$ cat src/rtl/pipeline_stall_controller_if.sv
`default_nettype none
//------------------------------------------------------------------------------
// Module      : pipeline_stall_controller_if
// Description : Hazard/memory-status inputs and load/flush outputs of the
//               pipeline stall controller.
// Revision    : 1.0 - initial release
//------------------------------------------------------------------------------
interface pipeline_stall_controller_if #(
    parameter int CNT_W = 32,
    parameter int BUB_W = 16
);
    logic [4:0]       IF_ID_rs1_out;
    logic [4:0]       IF_ID_rs2_out;
    logic             IF_ID_uses_rs2;
    logic             ID_EX_memread;
    logic [4:0]       ID_EX_rd_out;
    logic             imem_read;
    logic             imem_resp;
    logic             dmem_access;
    logic             dmem_resp;
    logic             br_taken;

    logic             load_pc;
    logic             load_IF_ID;
    logic             load_ID_EX;
    logic             load_EX_MEM;
    logic             load_MEM_WB;
    logic             flush_IF_ID;
    logic             flush_ID_EX;
    logic [CNT_W-1:0] mem_stall_cycles;
    logic [BUB_W-1:0] bubble_count;

    // Pipeline side: supplies hazard and memory status, consumes enables.
    modport master (
        output IF_ID_rs1_out, IF_ID_rs2_out, IF_ID_uses_rs2,
        output ID_EX_memread, ID_EX_rd_out,
        output imem_read, imem_resp, dmem_access, dmem_resp, br_taken,
        input  load_pc, load_IF_ID, load_ID_EX, load_EX_MEM, load_MEM_WB,
        input  flush_IF_ID, flush_ID_EX, mem_stall_cycles, bubble_count
    );

    // Controller side.
    modport slave (
        input  IF_ID_rs1_out, IF_ID_rs2_out, IF_ID_uses_rs2,
        input  ID_EX_memread, ID_EX_rd_out,
        input  imem_read, imem_resp, dmem_access, dmem_resp, br_taken,
        output load_pc, load_IF_ID, load_ID_EX, load_EX_MEM, load_MEM_WB,
        output flush_IF_ID, flush_ID_EX, mem_stall_cycles, bubble_count
    );
endinterface
`default_nettype wire

$ cat src/rtl/pipeline_stall_controller.sv
`default_nettype none
//------------------------------------------------------------------------------
// Module      : pipeline_stall_controller
// Description : Freezes the pipeline on cache misses, inserts load-use bubbles,
//               flushes IF/ID and ID/EX on taken branches, counts stalls.
// Revision    : 1.0 - initial release
//------------------------------------------------------------------------------
module pipeline_stall_controller #(
    parameter int CNT_W = 32,
    parameter int BUB_W = 16
) (
    input  wire                          clk,
    input  wire                          rst_n,
    pipeline_stall_controller_if.slave   bus
);

    typedef enum logic [0:0] {
        RUN      = 1'b0,
        MEM_WAIT = 1'b1
    } state_t;

    localparam logic [CNT_W-1:0] c_cnt_max = {CNT_W{1'b1}};
    localparam logic [CNT_W-1:0] c_cnt_one = CNT_W'(1);
    localparam logic [BUB_W-1:0] c_bub_one = BUB_W'(1);

    state_t           r_state;
    state_t           w_state_nxt;
    logic             r_imem_done;
    logic             r_dmem_done;
    logic             w_imem_done_nxt;
    logic             w_dmem_done_nxt;
    logic [CNT_W-1:0] r_mem_stall_cycles;
    logic [BUB_W-1:0] r_bubble_count;

    logic             w_imem_served;
    logic             w_dmem_served;
    logic             w_release;
    logic             w_load_use;
    logic             w_bubble;
    logic             w_load_pc;
    logic             w_load_if_id;
    logic             w_load_id_ex;
    logic             w_load_ex_mem;
    logic             w_load_mem_wb;
    logic             w_flush_if_id;
    logic             w_flush_id_ex;

    // A response pulse counts in its own cycle; a dropped request counts as served.
    assign w_imem_served = r_imem_done | bus.imem_resp;
    assign w_dmem_served = r_dmem_done | bus.dmem_resp;
    assign w_release     = (~bus.imem_read   | w_imem_served) &
                           (~bus.dmem_access | w_dmem_served);

    assign w_load_use = bus.ID_EX_memread && (bus.ID_EX_rd_out != 5'd0) &&
                        ((bus.ID_EX_rd_out == bus.IF_ID_rs1_out) ||
                         (bus.IF_ID_uses_rs2 && (bus.ID_EX_rd_out == bus.IF_ID_rs2_out)));

    always_comb begin
        w_state_nxt     = r_state;
        w_imem_done_nxt = r_imem_done;
        w_dmem_done_nxt = r_dmem_done;
        w_bubble        = 1'b0;
        w_load_pc       = 1'b0;
        w_load_if_id    = 1'b0;
        w_load_id_ex    = 1'b0;
        w_load_ex_mem   = 1'b0;
        w_load_mem_wb   = 1'b0;
        w_flush_if_id   = 1'b0;
        w_flush_id_ex   = 1'b0;

        if (w_release) begin
            w_state_nxt     = RUN;
            w_imem_done_nxt = 1'b0;
            w_dmem_done_nxt = 1'b0;
            if (bus.br_taken) begin
                // Branch wins over load-use: the consumer is flushed anyway.
                w_load_pc     = 1'b1;
                w_load_if_id  = 1'b1;
                w_load_id_ex  = 1'b1;
                w_load_ex_mem = 1'b1;
                w_load_mem_wb = 1'b1;
                w_flush_if_id = 1'b1;
                w_flush_id_ex = 1'b1;
            end else if (w_load_use) begin
                w_bubble      = 1'b1;
                w_load_id_ex  = 1'b1;
                w_load_ex_mem = 1'b1;
                w_load_mem_wb = 1'b1;
                w_flush_id_ex = 1'b1;
            end else begin
                w_load_pc     = 1'b1;
                w_load_if_id  = 1'b1;
                w_load_id_ex  = 1'b1;
                w_load_ex_mem = 1'b1;
                w_load_mem_wb = 1'b1;
            end
        end else begin
            w_imem_done_nxt = r_imem_done | bus.imem_resp;
            w_dmem_done_nxt = r_dmem_done | bus.dmem_resp;
            case (r_state)
                RUN:      w_state_nxt = MEM_WAIT;
                MEM_WAIT: w_state_nxt = MEM_WAIT;
                default:  w_state_nxt = RUN;
            endcase
        end

        // Nothing may load while reset is held.
        if (!rst_n) begin
            w_bubble      = 1'b0;
            w_load_pc     = 1'b0;
            w_load_if_id  = 1'b0;
            w_load_id_ex  = 1'b0;
            w_load_ex_mem = 1'b0;
            w_load_mem_wb = 1'b0;
            w_flush_if_id = 1'b0;
            w_flush_id_ex = 1'b0;
        end
    end

    always_ff @(posedge clk) begin
        if (!rst_n) begin
            r_state            <= RUN;
            r_imem_done        <= 1'b0;
            r_dmem_done        <= 1'b0;
            r_mem_stall_cycles <= '0;
            r_bubble_count     <= '0;
        end else begin
            r_state     <= w_state_nxt;
            r_imem_done <= w_imem_done_nxt;
            r_dmem_done <= w_dmem_done_nxt;
            if (!w_release && (r_mem_stall_cycles != c_cnt_max))
                r_mem_stall_cycles <= r_mem_stall_cycles + c_cnt_one;
            if (w_bubble)
                r_bubble_count <= r_bubble_count + c_bub_one;
        end
    end

    assign bus.load_pc          = w_load_pc;
    assign bus.load_IF_ID       = w_load_if_id;
    assign bus.load_ID_EX       = w_load_id_ex;
    assign bus.load_EX_MEM      = w_load_ex_mem;
    assign bus.load_MEM_WB      = w_load_mem_wb;
    assign bus.flush_IF_ID      = w_flush_if_id;
    assign bus.flush_ID_EX      = w_flush_id_ex;
    assign bus.mem_stall_cycles = r_mem_stall_cycles;
    assign bus.bubble_count     = r_bubble_count;

endmodule
`default_nettype wire

$ cat src/flat_wrapper.sv
// flat-port wrapper written by rule: the top's interface ports become plain ports
module pipeline_stall_controller_flat 
#(
    parameter int CNT_W = 32,
    parameter int BUB_W = 16
)
  (clk, rst_n, bus_IF_ID_rs1_out, bus_IF_ID_rs2_out, bus_IF_ID_uses_rs2, bus_ID_EX_memread, bus_ID_EX_rd_out, bus_imem_read, bus_imem_resp, bus_dmem_access, bus_dmem_resp, bus_br_taken, bus_load_pc, bus_load_IF_ID, bus_load_ID_EX, bus_load_EX_MEM, bus_load_MEM_WB, bus_flush_IF_ID, bus_flush_ID_EX, bus_mem_stall_cycles, bus_bubble_count);
  pipeline_stall_controller_if #(.CNT_W(CNT_W), .BUB_W(BUB_W)) bus_i ();
  input  wire clk;
  input  wire rst_n;
  input wire logic [$bits(bus_i.IF_ID_rs1_out)-1:0] bus_IF_ID_rs1_out;
  input wire logic [$bits(bus_i.IF_ID_rs2_out)-1:0] bus_IF_ID_rs2_out;
  input wire logic [$bits(bus_i.IF_ID_uses_rs2)-1:0] bus_IF_ID_uses_rs2;
  input wire logic [$bits(bus_i.ID_EX_memread)-1:0] bus_ID_EX_memread;
  input wire logic [$bits(bus_i.ID_EX_rd_out)-1:0] bus_ID_EX_rd_out;
  input wire logic [$bits(bus_i.imem_read)-1:0] bus_imem_read;
  input wire logic [$bits(bus_i.imem_resp)-1:0] bus_imem_resp;
  input wire logic [$bits(bus_i.dmem_access)-1:0] bus_dmem_access;
  input wire logic [$bits(bus_i.dmem_resp)-1:0] bus_dmem_resp;
  input wire logic [$bits(bus_i.br_taken)-1:0] bus_br_taken;
  output wire logic [$bits(bus_i.load_pc)-1:0] bus_load_pc;
  output wire logic [$bits(bus_i.load_IF_ID)-1:0] bus_load_IF_ID;
  output wire logic [$bits(bus_i.load_ID_EX)-1:0] bus_load_ID_EX;
  output wire logic [$bits(bus_i.load_EX_MEM)-1:0] bus_load_EX_MEM;
  output wire logic [$bits(bus_i.load_MEM_WB)-1:0] bus_load_MEM_WB;
  output wire logic [$bits(bus_i.flush_IF_ID)-1:0] bus_flush_IF_ID;
  output wire logic [$bits(bus_i.flush_ID_EX)-1:0] bus_flush_ID_EX;
  output wire logic [$bits(bus_i.mem_stall_cycles)-1:0] bus_mem_stall_cycles;
  output wire logic [$bits(bus_i.bubble_count)-1:0] bus_bubble_count;
  assign bus_i.IF_ID_rs1_out = bus_IF_ID_rs1_out;
  assign bus_i.IF_ID_rs2_out = bus_IF_ID_rs2_out;
  assign bus_i.IF_ID_uses_rs2 = bus_IF_ID_uses_rs2;
  assign bus_i.ID_EX_memread = bus_ID_EX_memread;
  assign bus_i.ID_EX_rd_out = bus_ID_EX_rd_out;
  assign bus_i.imem_read = bus_imem_read;
  assign bus_i.imem_resp = bus_imem_resp;
  assign bus_i.dmem_access = bus_dmem_access;
  assign bus_i.dmem_resp = bus_dmem_resp;
  assign bus_i.br_taken = bus_br_taken;
  assign bus_load_pc = bus_i.load_pc;
  assign bus_load_IF_ID = bus_i.load_IF_ID;
  assign bus_load_ID_EX = bus_i.load_ID_EX;
  assign bus_load_EX_MEM = bus_i.load_EX_MEM;
  assign bus_load_MEM_WB = bus_i.load_MEM_WB;
  assign bus_flush_IF_ID = bus_i.flush_IF_ID;
  assign bus_flush_ID_EX = bus_i.flush_ID_EX;
  assign bus_mem_stall_cycles = bus_i.mem_stall_cycles;
  assign bus_bubble_count = bus_i.bubble_count;
  pipeline_stall_controller #(.CNT_W(CNT_W), .BUB_W(BUB_W)) u_core (.clk(clk), .rst_n(rst_n), .bus(bus_i));
endmodule
$ cat config.mk
export PLATFORM = sky130hd
export DESIGN_NAME = pipeline_stall_controller_flat
export DESIGN_NICKNAME = d
export VERILOG_FILES = /design/src/rtl/pipeline_stall_controller_if.sv /design/src/rtl/pipeline_stall_controller.sv /design/src/flat_wrapper.sv
export SDC_FILE = /design/constraint.sdc
export NUM_CORES = 1
export LEC_CHECK = 0
export CAP_MARGIN = 5
export CORE_UTILIZATION = 45
export CTS_BUF_LIST = sky130_fd_sc_hd__clkbuf_8
export DETAILED_ROUTE_END_ITERATION = 6
export HOLD_SLACK_MARGIN = 0.03
export PLACE_DENSITY = 0.83
export SYNTH_ARGS = -nofsm -noshare
export SYNTH_HDL_FRONTEND = slang
export SYNTH_SLANG_ARGS = --single-unit
$ cat constraint.sdc
create_clock -name clk -period 2.3 [get_ports clk]
set_input_delay 0.46 -clock clk [delete_from_list [all_inputs] [get_ports clk]]
set_output_delay 0.46 -clock clk [all_outputs]
set_load 0.03 [all_outputs]
==> metrics.log <==
INFO  metric status = finished, final reports clean
INFO  metric preCtsSetupSlack = -0.396 ns
INFO  metric clock_skew = 0.00574 ns
INFO  metric drv_slew = 0
INFO  metric dr.max_layer_used = met4
INFO  metric yosys_warnings = 0
INFO  metric fmax = 438 MHz
INFO  metric post_route_clock_period_utilization = 99.2%
INFO  metric met2WireLength = 3.65 mm
INFO  metric area_growth_syn_to_layout = 39.7%
INFO  metric r2r_setup_slack = 0.12 ns
INFO  metric worstPathArrival = 1.82 ns
INFO  metric maxCapViolCount = 0
INFO  metric timing.rr.start = u_core.bus.mem_stall_cycles[3]
INFO  metric i_o_pin_total = 79
INFO  metric ff2ff_path_depth = 6
INFO  metric synth-edff-count = 0
INFO  metric initial_utilization = 47.5%
INFO  metric worstHoldPathCells = 2
INFO  metric pwr_density_cell = 405 nW/um2
INFO  metric hpwlAfterDp = 5.26 mm
INFO  metric min-delay-start = u_core.bus.bubble_count[15]
INFO  metric synth_area = 2840 um2
INFO  metric global_route_wire_length_before_repair = 11.5 mm
INFO  metric router_iterations_before_antenna_repair = 4
INFO  metric synth_seq_cells = 50
INFO  metric wl_met3 = 332 um
INFO  metric mappedNetlistNets = 363
INFO  metric dr.first_iter.drc_count = 127
INFO  metric clock_sinks = 50
INFO  metric finish.utilization = 66.3%
INFO  metric cts-hold-fix-buffers = 0
INFO  metric layout.cell_area.non_filler = 3970 um2
INFO  metric synth_flop_cell = dfxtp_1
INFO  metric route.vias.total = 2,891
INFO  metric antenna_found_initial = 0
INFO  metric final.fill_count = 470
INFO  metric grt_max_degree = 53
INFO  metric final-hold-violation-count = 0
INFO  metric synthesis.instances = 337
INFO  metric holdPathEnd = u_core.bus.bubble_count[15]
INFO  metric drt-wirelength-per-cell = 14.5 um
INFO  metric slew_headroom = 66.6%
INFO  metric critPathMaxFanout = 3
INFO  metric post_dp_cell_area = 3830 um2
INFO  metric viasPerCell = 5.70
INFO  metric antennaDiodeCount = 0
INFO  metric global_route.usage.total = 22.0%
INFO  metric via_count_of_the_first_global_routing_pass = 2,530
INFO  metric ir_worst_vdd = 0.262 mV
INFO  metric finalCriticalPeriod = 2.28 ns
INFO  metric synthDistinctLibCells = 53
INFO  metric worst_hold_path_type = reg2reg
INFO  metric die_x = 81.5 um
INFO  metric setup_total_negative_slack = 0 ns
INFO  metric static-leakage-power = 1.40 nW
INFO  metric grt-ovfl-total = 0
INFO  metric io_buf_count = 78
INFO  metric gp_routability_congestion = 0.845
INFO  metric clock_transition_at_path_regs = 0.08 ns
INFO  metric setup_ws = 0.0189 ns
INFO  metric worstReg2RegEnd = u_core.bus.mem_stall_cycles[11]
INFO  metric core.rowCount = 28
INFO  metric design.die.area = 6640 um2
INFO  metric tritoncts = built
INFO  metric synth.yosys.seq_area_share = 35.2%
INFO  metric layout-drive-gt1-share = 18.3%
INFO  metric clock-root-buffer = clkbuf_8
INFO  metric async_reset_ff_share = 0%
INFO  metric report.power.total = 0.00161 W
INFO  metric fp.coreArea = 5990 um2
INFO  metric crit_type = in2out
INFO  metric worst_setup_path_start_kind = input pin
INFO  metric setup_violations = 0
INFO  metric worst_setup_path_end_kind = primary output
INFO  metric ant_nets = 0
INFO  metric route.detailed.drc = 0
INFO  metric htree_num_levels = 2
INFO  metric syn_area_per_cell = 8.44 um2
INFO  metric die_y = 81.5 um
INFO  metric worst-slew-pin-transition = 0.502 ns
INFO  metric routed_wirelength = 7.35 mm
INFO  metric cts_inserted_buffers = 5
INFO  metric worstPathRequired = 1.84 ns
INFO  metric clk_path_buf_depth = 2
INFO  metric insertion_delay_to_the_later_sink_of_the_worst_skew_pair = 0.30 ns
INFO  metric finish.net_count = 458
INFO  metric detail_route.wirelength.met1 = 3.28 mm
INFO  metric critical_path_launch_point = bus_ID_EX_rd_out[2]
==> timing repair <==
item	in CTS	in global routing
endpoints found under the setup margin	13	5
pin swaps	7	12
gates resized for setup	29	15
setup buffers	0	3
==> cell type report <==
class                           count  area (um2)  share of cell area [%]
Clock buffer                        5        68.8                    1.73
Clock inverter                      2        7.51                   0.189
Inverter                            9        33.8                   0.851
Multi-Input combinational cell    256        1750                    44.0
Sequential cell                    50        1010                    25.4
Tap cell                           75        93.8                    2.36
Timing Repair Buffer              110        1010                    25.5
==> through the flow <==
step	hold slack, ns	cells
2_1_floorplan	0.449	337
3_3_place_gp	0.450	497
3_5_place_dp	0.467	497
4_1_cts	0.479	504
5_1_grt	0.508	507
6_report	0.474	507
==> synthesized netlist by cell type (2+ instances only) <==
cell      instances  area [um2]
o31a_1            2        17.5
o31ai_1           8        60.1
nor4_1           17         106
buf_4             4        30.0
nand2_1          37         139
inv_1             9        33.8
nor2_1           14        52.6
or4_1            11        82.6
o311ai_0          4        35.0
dfxtp_1          50        1000
or3_1             4        25.0
xor2_1           10        87.6
nor3_1            8        40.0
clkbuf_1         13        48.8
nand2b_1         19         119
nand3_1          17        85.1
o21ai_1           2        10.0
nand4_1           9        56.3
o21a_1            4        30.0
nor4b_1           2        17.5
and3_1            3        18.8
xnor2_1           5        43.8
or2_2             2        12.5
buf_6             3        33.8
a21oi_1          15        75.1
o41ai_1           5        43.8
and2_1            5        31.3
ha_1              2        25.0
o21ai_0           7        35.0
mux2i_1          18         180
o211ai_1          3        22.5
and4_1            3        26.3
nor3b_1           2        15.0
==> worst max path at each step <==
stage / endpoint / slack, ns
6_report: bus_load_IF_ID / 0.02
5_1_grt: bus_flush_IF_ID / -0.02
4_1_cts: bus_load_IF_ID / 0.0008
3_5_place_dp: bus_load_IF_ID / -0.40
3_3_place_gp: bus_load_pc / -0.24
2_1_floorplan: bus_load_pc / -0.09
==> critical path, stage by stage <==
cell             delay, ns
clkdlybuf4s15_2       0.21
buf_4                 0.14
xor2_1                0.16
nor3_2                0.22
a32oi_2               0.10
o31a_1                0.37
buf_6                 0.15
==> registers in the layout (all words and copies together) (netlist names) <==
| signal | flops |
|---|---|
| u_core.bus.bubble_count | 16 |
| u_core.bus.mem_stall_cycles | 32 |
| u_core.r_imem_done | 1 |
| u_core.r_dmem_done | 1 |
==> metal layers <==
metal	track usage, %	vias to the layer above
li1	-	1439
met2	36.2	81
met5	0	-
met1	28.9	1362
met4	8.75	0
met3	3.22	9
==> layout by cell type, fill, tap and decap left out, types with 8 or more instances in the layout <==
| cell type | count |
|---|---|
| nor4_1 | 16 |
| nand2_1 | 37 |
| buf_4 | 34 |
| nand4_1 | 9 |
| or4_1 | 10 |
| mux2i_1 | 18 |
| dfxtp_1 | 45 |
| inv_1 | 11 |
| clkdlybuf4s50_1 | 54 |
| a21oi_1 | 15 |
| nand2b_1 | 19 |
| nor2_1 | 14 |
| o31ai_1 | 8 |
| xor2_1 | 9 |
| nand3_1 | 17 |
==> power by group <==
| group | leakage [nW] | switching, W | internal, W |
|---|---|---|---|
| sequential | 0.406 | 0.00000596 | 0.000871 |
| combinational | 0.950 | 0.000137 | 0.000116 |
| clock | 0.0466 | 0.000278 | 0.000201 |
==> cells by family (layout without fill, tap and decap cells) <==
| group | Yosys count | after routing | synth area share, % |
|---|---|---|---|
| DFF | 50 | 50 | 35.2 |
| adders and majority gates | 2 | 2 | 0.880 |
| and+or+nand+nor | 164 | 164 | 32.8 |
| buffers and inverters | 31 | 126 | 5.46 |
| xor gates and xnor gates | 15 | 15 | 4.62 |
| muxes | 18 | 18 | 6.34 |
| AOI/OAI and AO/OA | 57 | 57 | 14.7 |
(Power assumes the default switching activity.)
